<file path="config.mk">
export PLATFORM = sky130hd
export DESIGN_NAME = lane_sprite_reader
export DESIGN_NICKNAME = d
export VERILOG_FILES = /design/src/rtl/lane_sprite_reader.sv
export SDC_FILE = /design/constraint.sdc
export NUM_CORES = 1
export LEC_CHECK = 0
export BUFFER_PORTS_ARGS = -buffer_cell sky130_fd_sc_hd__buf_2
export CORE_ASPECT_RATIO = 1.1
export CORE_MARGIN = 1
export CORE_UTILIZATION = 45
export DETAILED_ROUTE_END_ITERATION = 16
export PLACE_DENSITY_LB_ADDON = 0.08
export SYNTH_ARGS = -nofsm -noshare
export SYNTH_HDL_FRONTEND = slang
export SYNTH_SLANG_ARGS = --single-unit
</file>
<file path="constraint.sdc">
create_clock -name Clk -period 1.84 [get_ports Clk]
set_input_delay 0 -clock Clk [delete_from_list [all_inputs] [get_ports Clk]]
set_output_delay 0 -clock Clk [all_outputs]
set_load 0.05 [all_outputs]
</file>
<file path="src/rtl/lane_sprite_reader.sv">
// Maps the VGA scan position onto a row of fret sprites and produces one foreground bit per pixel.
// Stage 1 registers the sprite ROM address; stage 2 picks the column bit out of the returned row.
module lane_sprite_reader #(
    parameter int N_LANES    = 5,
    parameter int LANE_X0    = 160,
    parameter int LANE_PITCH = 64,
    parameter int LANE_Y0    = 400,
    parameter int SPRITE_W   = 32,
    parameter int SPRITE_H   = 18,
    localparam int LANE_W    = (N_LANES > 1) ? $clog2(N_LANES) : 1
) (
    input  logic                   Clk,
    input  logic                   Reset_n,
    input  logic                   pix_en,
    input  logic [9:0]             DrawX,
    input  logic [9:0]             DrawY,
    input  logic [2*N_LANES-1:0]   lane_state,
    output logic [7:0]             rom_addr,
    input  logic [SPRITE_W-1:0]    rom_data,
    output logic                   pixel_on,
    output logic [LANE_W-1:0]      pixel_lane,
    output logic                   pixel_valid
);

    localparam int LANE_SHIFT = $clog2(LANE_PITCH);
    localparam int COL_W      = $clog2(SPRITE_W);

    logic [9:0]        w_xRel;
    logic [9:0]        w_laneIdx;
    logic [9:0]        w_col;
    logic [9:0]        w_row;
    logic              w_hit;
    logic [1:0]        w_laneState;
    logic [7:0]        w_addrNext;
    logic [COL_W-1:0]  w_bitSel;

    logic [7:0]        r_romAddr;
    logic              r_s1Hit;
    logic [COL_W-1:0]  r_s1Col;
    logic [LANE_W-1:0] r_s1Lane;
    logic              r_s1Valid;
    logic              r_pixelOn;
    logic [LANE_W-1:0] r_pixelLane;
    logic              r_pixelValid;

    assign w_xRel    = DrawX - 10'(LANE_X0);
    assign w_laneIdx = w_xRel >> LANE_SHIFT;
    assign w_col     = w_xRel & 10'(LANE_PITCH - 1);
    assign w_row     = DrawY - 10'(LANE_Y0);

    // The explicit >= checks stop the unsigned subtractions above from wrapping into false hits.
    assign w_hit = (DrawX >= 10'(LANE_X0)) && (w_laneIdx < 10'(N_LANES)) &&
                   (w_col < 10'(SPRITE_W)) && (DrawY >= 10'(LANE_Y0)) &&
                   (w_row < 10'(SPRITE_H));

    always_comb begin
        w_laneState = 2'd0;
        for (int i = 0; i < N_LANES; i++) begin
            if (w_laneIdx == 10'(i)) begin
                w_laneState = lane_state[2*i +: 2];
            end
        end
    end

    assign w_addrNext = w_hit ? (8'(w_laneState) * 8'(SPRITE_H) + 8'(w_row)) : 8'd0;

    // Column 0 of a sprite lives in the MSB of the ROM row.
    assign w_bitSel = COL_W'(SPRITE_W - 1) - r_s1Col;

    always_ff @(posedge Clk or negedge Reset_n) begin
        if (!Reset_n) begin
            r_romAddr    <= 8'd0;
            r_s1Hit      <= 1'b0;
            r_s1Col      <= '0;
            r_s1Lane     <= '0;
            r_s1Valid    <= 1'b0;
            r_pixelOn    <= 1'b0;
            r_pixelLane  <= '0;
            r_pixelValid <= 1'b0;
        end else if (pix_en) begin
            r_romAddr    <= w_addrNext;
            r_s1Hit      <= w_hit;
            r_s1Col      <= w_col[COL_W-1:0];
            r_s1Lane     <= w_hit ? w_laneIdx[LANE_W-1:0] : '0;
            r_s1Valid    <= 1'b1;
            r_pixelOn    <= r_s1Hit & rom_data[w_bitSel];
            r_pixelLane  <= r_s1Lane;
            r_pixelValid <= r_s1Valid;
        end
    end

    assign rom_addr    = r_romAddr;
    assign pixel_on    = r_pixelOn;
    assign pixel_lane  = r_pixelLane;
    assign pixel_valid = r_pixelValid;

endmodule
</file>
# Yosys cells after proc, flatten, opt, wreduce, memory -nomap -nowiden
# Cells that the tools add are included.
[word_totals] ff_bits=23 input_bits=65 out_inout_bits=13 wordCells=38
[classes] addsub=4 n_mul=1 magnitude_cmp=6 n_eq_ne=4 n_mux=9 bitwise_logic=1 n_reduce_logical=5
[op_table] op="greater-or-equal comparator 10 x 8 -> 1 bit (second input constant)" n=1
[op_table] op="greater-or-equal comparator 10 x 9 -> 1 bit (second input constant)" n=1
[op_table] op="zero test 10 bit" n=1
[op_table] op="< comparator 10 x 5 -> 1 bit (second input constant)" n=1
[op_table] op="two-way mux 2 bit" n=5
[op_table] op="subtractor 10 x 8 -> 10 bit (second input constant)" n=1
[op_table] op="subtractor 10 x 9 -> 10 bit (second input constant)" n=1
[op_table] op="adder 7 x 8 -> 8 bit" n=1
[op_table] op="equality test 4 x 2 -> 1 bit (second input constant)" n=2
[op_table] op="two-way mux 8 bit" n=1
[op_table] op="< comparator 5 x 6 -> 1 bit (second input constant)" n=1
[op_table] op="< comparator 6 bit (second input constant)" n=1
[op_table] op="multiplier 2 x 4 -> 6 bit (second input constant)" n=1
[op_table] op="binary-select mux 1 bit (select 5 bit)" n=1
[op_table] op="subtractor 5 bit (first input constant)" n=1
[op_table] op="equality test 4 x 1 -> 1 bit (second input constant)" n=1
[op_table] op="equality test 4 x 3 -> 1 bit (second input constant)" n=1
[op_table] op="logical AND 1 bit" n=4
[op_table] op="< comparator 4 x 3 -> 1 bit (second input constant)" n=1
[op_table] op="two-way mux 3 bit" n=1
[op_table] op="bitwise AND 1 bit" n=1
[op_table] op="two-way mux 1 bit" n=1

# Depth between registers and ports, before layout
# Gate-level depths: netlist (run 1).
[logic_depth] word_depth=10 mapped_depth=13 mapped_depth_nobuf=13

# Worst setup path before layout (run 1)
# OpenSTA, ideal clock, no wires.
[synth_timing] path_kind="input-to-reg" start="input port DrawX[6]" end="register r_romAddr[5], in the netlist rom_addr[5]" setup_ns=0.137 t_arrival_ns=2.230 required_ns=1.703 slack_ns=-0.527 stages=9 n_path_buf=0 path_cell_list="inv_1 ha_1 mux4_1 a22o_1 ha_1 fa_1 a31oi_1 xor2_1 o22ai_2"
[synth_between] elab_chain_len=10 elab_cells_between_ends=20 classes_between="add/sub: 2; mul: 1; order compare: 2; eq/ne: 4; mux: 6; reduce/logical: 5"
[synth_lines] item="start, declared" line="15" rtl="input logic [9:0] DrawX,"
[synth_lines] item="subtractor 10 x 8 -> 10 bit" line="46" rtl="assign w_xRel = DrawX - 10'(LANE_X0);"
[synth_lines] item="zero test 10 bit" line="59" rtl="if (w_laneIdx == 10'(i)) begin"
[synth_lines] item="two-way mux 2 bit (5 in series)" line="59"
[synth_lines] item="multiplier 2 x 4 -> 6 bit" line="65" rtl="assign w_addrNext = w_hit ? (8'(w_laneState) * 8'(SPRITE_H) + 8'(w_row)) : 8'd0;"
[synth_lines] item="adder 7 x 8 -> 8 bit" line="65"
[synth_lines] item="two-way mux 8 bit *" line="65"
[synth_lines] item="end signal, assigned" line="81" rtl="r_romAddr <= w_addrNext;"
[synth_lines] item="end, declared" line="37" rtl="logic [7:0] r_romAddr;"
# Every way passes the cells marked *; elsewhere a longest branch is shown, timed or not.
# A chain may end at the register's enable or synchronous reset.

# Final worst setup path (run 1)
# Ends and elaborated chain as after synthesis.

==> results of run 1 <==
-- layout make-up --
type / instances / area (um^2) / area share (%)
Tap cell: 50 / 62.6 / 2.51
Sequential cell: 23 / 576 / 23.1
Clock buffer: 3 / 41.3 / 1.66
Clock inverter: 1 / 5.00 / 0.201
Timing Repair Buffer: 104 / 628 / 25.2
Inverter: 21 / 98.8 / 3.97
Multi-Input combinational cell: 103 / 1080 / 43.4
-- flip-flops by register name, summed over array words and instances (netlist names) --
register / count
pixel_valid: 1
r_s1Valid: 1
rom_addr: 8
r_s1Col: 5
r_s1Lane: 3
pixel_lane: 3
r_s1Hit: 1
pixel_on: 1
-- layer usage --
| metal | wire (um) | part of all wire (%) |
|---|---|---|
| met1 | 1660 | 41 |
| met2 | 2190 | 54 |
| met3 | 135 | 3.4 |
| met4 | 42 | 1.0 |
| met5 | 0 | 0 |
-- power by group --
part           switching, mW  internal (mW)
Sequential            0.0215          0.517
Clock                  0.150          0.151
Combinational          0.184          0.261
-- layout by cell type (no fill, tap or decap), types with 2 or more instances in the layout --
cell type      instances
o22ai_2                6
clkbuf_8               3
dlygate4sd3_1          6
dfrtp_1               23
nand4_1                2
nand3_1                2
nor2_1                 2
o22ai_1                6
mux2i_1               10
mux4_2                 5
or3_1                  2
mux2_2                12
ha_4                   2
o21ai_0                2
buf_4                 21
nand3b_1               2
xnor2_2                2
nand2_1                4
buf_2                 75
xor2_1                 5
inv_1                 18
or2_2                  2
ha_1                   6
o21ai_2                2
nor2b_1                2
-- cells by family (layout without fill, tap and decap cells) --
logic type / count (synthesis) / after routing / synth area share [%]
AOI/OAI and AO/OA: 28 / 28 / 13.5
xor gates and xnor gates: 9 / 9 / 5.08
adders and majority gates: 9 / 9 / 7.07
buffers and inverters: 30 / 129 / 7.44
DFF: 23 / 23 / 33.9
muxes: 28 / 28 / 22.2
and+or+nand+nor: 29 / 29 / 10.8
-- worst max-delay path by stage --
stage | start | end | slack, ns | depth (start not counted)
2_1_floorplan | DrawX[5] | rom_addr[5] | -0.32 | 9
3_3_place_gp | DrawX[5] | rom_addr[5] | -0.54 | 10
3_5_place_dp | DrawX[5] | rom_addr[5] | -0.59 | 13
4_1_cts | DrawX[5] | rom_addr[5] | -0.17 | 10
5_1_grt | DrawX[5] | rom_addr[5] | -0.26 | 10
6_report | DrawX[6] | rom_addr[5] | -0.17 | 10
-- what timing repair did --
| action | 4_1_cts | 5_1_grt |
|---|---|---|
| pin swaps | 10 | 5 |
| hold buffers | 6 | 0 |
| resized for setup | 14 | 7 |
| setup endpoints to repair | 5 | 7 |
| setup buffers | 2 | 1 |
| endpoints found under the hold margin | 28 | 0 |
-- worst register-to-register path: cells and delay by family, from the launching register on --
| kind | cells | cell delay, ns |
|---|---|---|
| AND/OR/NAND/NOR | 1 | 0.08 |
| AO/OA/AOI/OAI | 2 | 0.23 |
| flip-flops | 1 | 0.46 |
| multiplexers | 2 | 0.80 |
-- per-stage QoR --
| step | setup TNS [ns] | hold WS [ns] | worst slack, ns | instance area, um^2 | power [mW] |
|---|---|---|---|---|---|
| after floorplan | -0.845 | -0.296 | -0.321 | 1730 | 0.774 |
| after global placement | -2.22 | -0.0126 | -0.542 | 2270 | 0.927 |
| after detailed placement | -3.01 | -0.00105 | -0.593 | 2270 | 0.940 |
| after CTS | -0.389 | 0.000661 | -0.170 | 2450 | 1.28 |
| after global routing | -0.783 | 0.00662 | -0.263 | 2490 | 1.36 |
| final | -0.434 | 0.0112 | -0.166 | 2490 | 1.28 |
==> flow_summary.yaml, run 1 <==
synthesis:
  synth.most_common_cell: "dfrtp_1"
  synth_cells: 156
  netlist_area_um2: 1700
  postSynthAreaPerCell_um2: 10.9
  count_of_flip_flops_with_a_built_in_enable_after_synthesis: 0
  synth_seq_area_share_pct: 33.9
  netlist-cell-type-count: 48
  netlist_top_cells_count: "23 x dfrtp_1, 21 x inv_1, 12 x mux2_2"
  ys.warnings.count: 0
  synthArstFlopShare_pct: 100
  post-synth-top-area-cell: "dfrtp_1"
  mappedNetlistNets: 230
  ys_dominant_reg_cell: "dfrtp_1"
  synth.ff_latch_count: 23
  yosys.area.top_type_share_pct: 33.9
  synth.top_cells.by_area: "dfrtp_1 34%, mux2_2 8.0%, ha_1 5.9%"
drt:
  drt_drc_violations_left: 0
  drt-pass1-iter-count: 4
  detail_route.iter0.violations: 52
  via_cell_ratio: 5.05
  wl_per_cell_um: 13.2
  detail-route-antenna-nets: 0
  routed_wirelength_um: 4020
  via_count: 1541
power_and_ir_drop:
  powerDensity_nw_per_um2: 515
  power_leakage_nw: 1.23
  vdd.ir_drop.worst_mv: 0.230
clock_network:
  numCtsBuffers: 3
  clockRootBuffer: "clkbuf_8"
  cts-root-to-sink-buffers: 2
  tritoncts: "built"
  cts.sinks: 23
  worst_skew_pair.late_latency_ns: 0.26
  clock_tree.htree_level_count: 1
  cts.clk_slew.worst_paths_ns: 0.08
layout:
  syn2layout_area_growth_pct: 46.7
  fillers: 306
  fin_cells: 305
  utilization_of_the_core_after_routing_pct: 68.7
  drive_gt1_share_pct: 57.3
  insertedDiodeCount: 0
  nets: 330
global_routing:
  antenna_found_initial: 0
  grt.met1_usage_pct: 23.9
  globalRouteTotalUtil_pct: 21.2
  use_met3_pct: 2.74
  globalRoute.busiestLayer: "met2"
  largest_net_degree_at_the_start_of_global_routing: 25
  number_of_global_route_vias_before_repair: 1536
  first_pass_grt_wire_length_um: 6450
  global_route.usage.met2_pct: 40.0
  globalRoute.totalOverflow: 0
floorplanning:
  io_pins: 78
  die-width_um: 60.6
  die_h_um: 66.4
  fp.dieArea_um2: 4030
  rows: 23
  design.core.area_um2: 3630
  floorplan.initialDensity_pct: 46.9
critical_path:
  crit_path_max_incr_delay_ns: 0.51
  critPathBufInv: 2
  arrival_ns: 2.15
  timing.reg2reg.setup_slack_ns: 0.15
  critical_path.top_delay_family: "adder cells"
  end_kind: "flip-flop"
  critical-path-slowest-cell: "mux4_2"
  timing_worst_setup_path_type: "input port to flip-flop"
  worstReg2RegStart: "r_s1Col[0]"
  worstSetupStartpointType: "input port"
  crit_path_cell_trace: "buf_8, inv_8, ha_4, mux4_2, a22o_4, ha_4, fa_2, a31oi_1, xor2_1, o22ai_2"
  rr_worst_depth: 5
  critPathMaxFanout: 3
  timing.critical_path.mode_cell: "ha_4"
  crit_path_required_time_ns: 1.99
  worstReg2RegEnd: "pixel_on"
hold_path:
  whs_path_depth: 2
  whs_endpoint: "r_s1Col[3]"
  holdCritStartpoint: "DrawX[3]"
  worst_hold_path_type: "input port to flip-flop"
placement:
  globalplace.congestion: 0.803
  dp_cells: 292
  port-buffer-count: 77
  dp_wirelength_um: 3180
timing:
  fin_ws_ns: -0.166
  maximum_clock_skew_at_final_layout_ns: 0.00538
  fin_crit_sh_pct: 109
  post-route-min-period_ns: 2.01
  fmaxAchievable_mhz: 498
  grt_setup_unrepaired: "yes"
  count_of_final_setup_violators: 4
  hold_viol_final: 0
  worstMarginPinSlew_ns: 0.499
  drv_slew: 0
  max_slew_margin_pct: 66.7
run:
  cap_violations: 0
run_status:
  outcome: "finished with violations"
  failed_checks: "setup timing"
Note: power is estimated with default switching activity, not from simulation.
==> run 2: changes to the inputs <==
Clock period 1.84 ns to 2.1 ns, I/O delays scaled along.
==> flow_summary.yaml, run 2 (synthesis gave the netlist of run 1 again) <==
run_status:
  outcome: "complete, no violations"
clock_network:
  tritoncts: "built"
  clockRootBuffer: "clkbuf_8"
  clock_tree.htree_level_count: 1
  cts.clk_slew.worst_paths_ns: 0.07
  worst_skew_pair.late_latency_ns: 0.26
  cts.sinks: 23
  numCtsBuffers: 3
  cts-root-to-sink-buffers: 2
critical_path:
  arrival_ns: 2.17
  crit_path_required_time_ns: 2.24
  worst_setup_path_startpoint: "DrawX[5]"
  critPathMaxFanout: 5
  end_kind: "flip-flop"
  timing_worst_setup_path_type: "input port to flip-flop"
  worstSetupStartpointType: "input port"
  worstReg2RegStart: "r_s1Col[0]"
global_routing:
  globalRoute.totalOverflow: 0
  antenna_found_initial: 0
  number_of_global_route_vias_before_repair: 1565
  grt.met1_usage_pct: 23.3
  use_met3_pct: 2.54
  largest_net_degree_at_the_start_of_global_routing: 25
  globalRouteTotalUtil_pct: 21.4
  globalRoute.busiestLayer: "met2"
  global_route.usage.met2_pct: 40.8
  first_pass_grt_wire_length_um: 6450
drt:
  routed_wirelength_um: 3910
  drt_drc_violations_left: 0
  wl_per_cell_um: 13.0
  via_cell_ratio: 5.08
  drt-pass1-iter-count: 4
  detail_route.iter0.violations: 25
  detail-route-antenna-nets: 0
  via_count: 1524
layout:
  insertedDiodeCount: 0
  mostFrequentLayoutCells: "75 x buf_2, 23 x dfrtp_1, 19 x inv_1"
  drive_gt1_share_pct: 53.2
  nets: 325
  mostFrequentLayoutCell: "buf_2"
  seqCellArea_um2: 576
  syn2layout_area_growth_pct: 41.5
  largest_reg_flops: 8
  fillers: 326
  multiInputGateArea_um2: 1040
timing:
  maximum_clock_skew_at_final_layout_ns: 0.000591
  hold_viol_final: 0
  fmaxAchievable_mhz: 494
  drv_slew: 0
  hold-worst-slack_ns: 0.0724
  worstMarginPinSlew_ns: 0.493
  count_of_final_setup_violators: 0
  max_slew_margin_pct: 67.2
  post-route-min-period_ns: 2.02
  fin_crit_sh_pct: 96.4
  fin_setup_tns_ns: 0
placement:
  dp_wirelength_um: 3220
  port-buffer-count: 77
  globalplace.congestion: 0.731
power_and_ir_drop:
  power.share.combinational_pct: 32.6
  powerDensity_nw_per_um2: 456
  total_power_mw: 1.10
  vdd.ir_drop.worst_mv: 0.223
  power.share.sequential_pct: 43.4
  netSwitchingFraction_pct: 27.4
  power.net_switching_mw: 0.300
  clock_power_share_pct: 24.0
  intPower_mw: 0.795
  power_leakage_nw: 1.18
floorplanning:
  die-width_um: 60.6
  die_h_um: 66.4
  rows: 23
  floorplan.initialDensity_pct: 46.9
  design.core.area_um2: 3630
  fp.dieArea_um2: 4030
  io_pins: 78
run:
  cap_violations: 0
hold_path:
  holdCritStartpoint: "DrawY[3]"
  worst_hold_path_type: "input port to flip-flop"
==> run 2: changes by cell type in the layout (fill, tap and decap cells not counted), sizes merged <==
cell / delta
buf: -6
dlygate4sd3: +1
==> run 2: worst paths after layout <==
path                               end  slack [ns]  depth (start not counted)
setup / recovery           rom_addr[5]        0.08                         13
hold / removal             rom_addr[3]        0.07                          3
setup reg to reg              pixel_on        0.25                          5
hold reg to reg              r_s1Valid        0.47                          1
max in group asynchronous  rom_addr[4]        1.53                          2
min in group asynchronous     pixel_on        0.23                          2
==> run 2: final cells by class <==
class,instances,area share (%)
Clock buffer,3,1.72
Timing Repair Buffer,99,24.2
Inverter,21,4.11
Tap cell,50,2.60
Multi-Input combinational cell,103,43.3
Sequential cell,23,23.9
Clock inverter,1,0.208
==> run 2: metal layers <==
layer / share of wire (%) / vias to the layer above
met1: 41 / 718
met4: 1.5 / 0
met3: 3.4 / 8
li1: - / 753
met2: 54 / 45
met5: 0 / -
==> run 2: per-stage QoR <==
stage | util, % | instance area (um^2) | setup WS (ns) | cells
after CTS | 64.7 | 2350 | 0.00404 | 298
after detailed placement | 61.7 | 2240 | -0.330 | 288
final | 66.3 | 2400 | 0.0766 | 300
after global placement | 61.7 | 2240 | -0.276 | 288
after global routing | 66.3 | 2400 | -0.00626 | 300
after floorplan | - | 1730 | -0.0610 | 156
==> run 2: worst max-delay path, cell delays in order <==
cell and delay, ns:
buf_6 0.11, inv_12 0.03, ha_4 0.17, and3b_2 0.19
a41oi_1 0.17, o22ai_1 0.10, and2_4 0.15, a22o_1 0.24
buf_4 0.15, fa_2 0.38, a31oi_1 0.20, xor2_1 0.19
o22ai_2 0.07
==> run 2: what timing repair did <==
action,in CTS,in global routing
hold buffers,6,1
resized for setup,1,11
hold endpoints to repair,28,1
buffers inserted,0,1
cloned,0,0
endpoints found under the setup margin,2,3
pin swaps,2,8
==> run 2: power by group through the flow <==
stage,logic [mW],registers (mW),clock network [mW]
6_report,0.357,0.475,0.263
5_1_grt,0.395,0.479,0.294
4_1_cts,0.344,0.475,0.274
3_5_place_dp,0.333,0.484,0
3_3_place_gp,0.321,0.484,0
2_1_floorplan,0.209,0.468,0
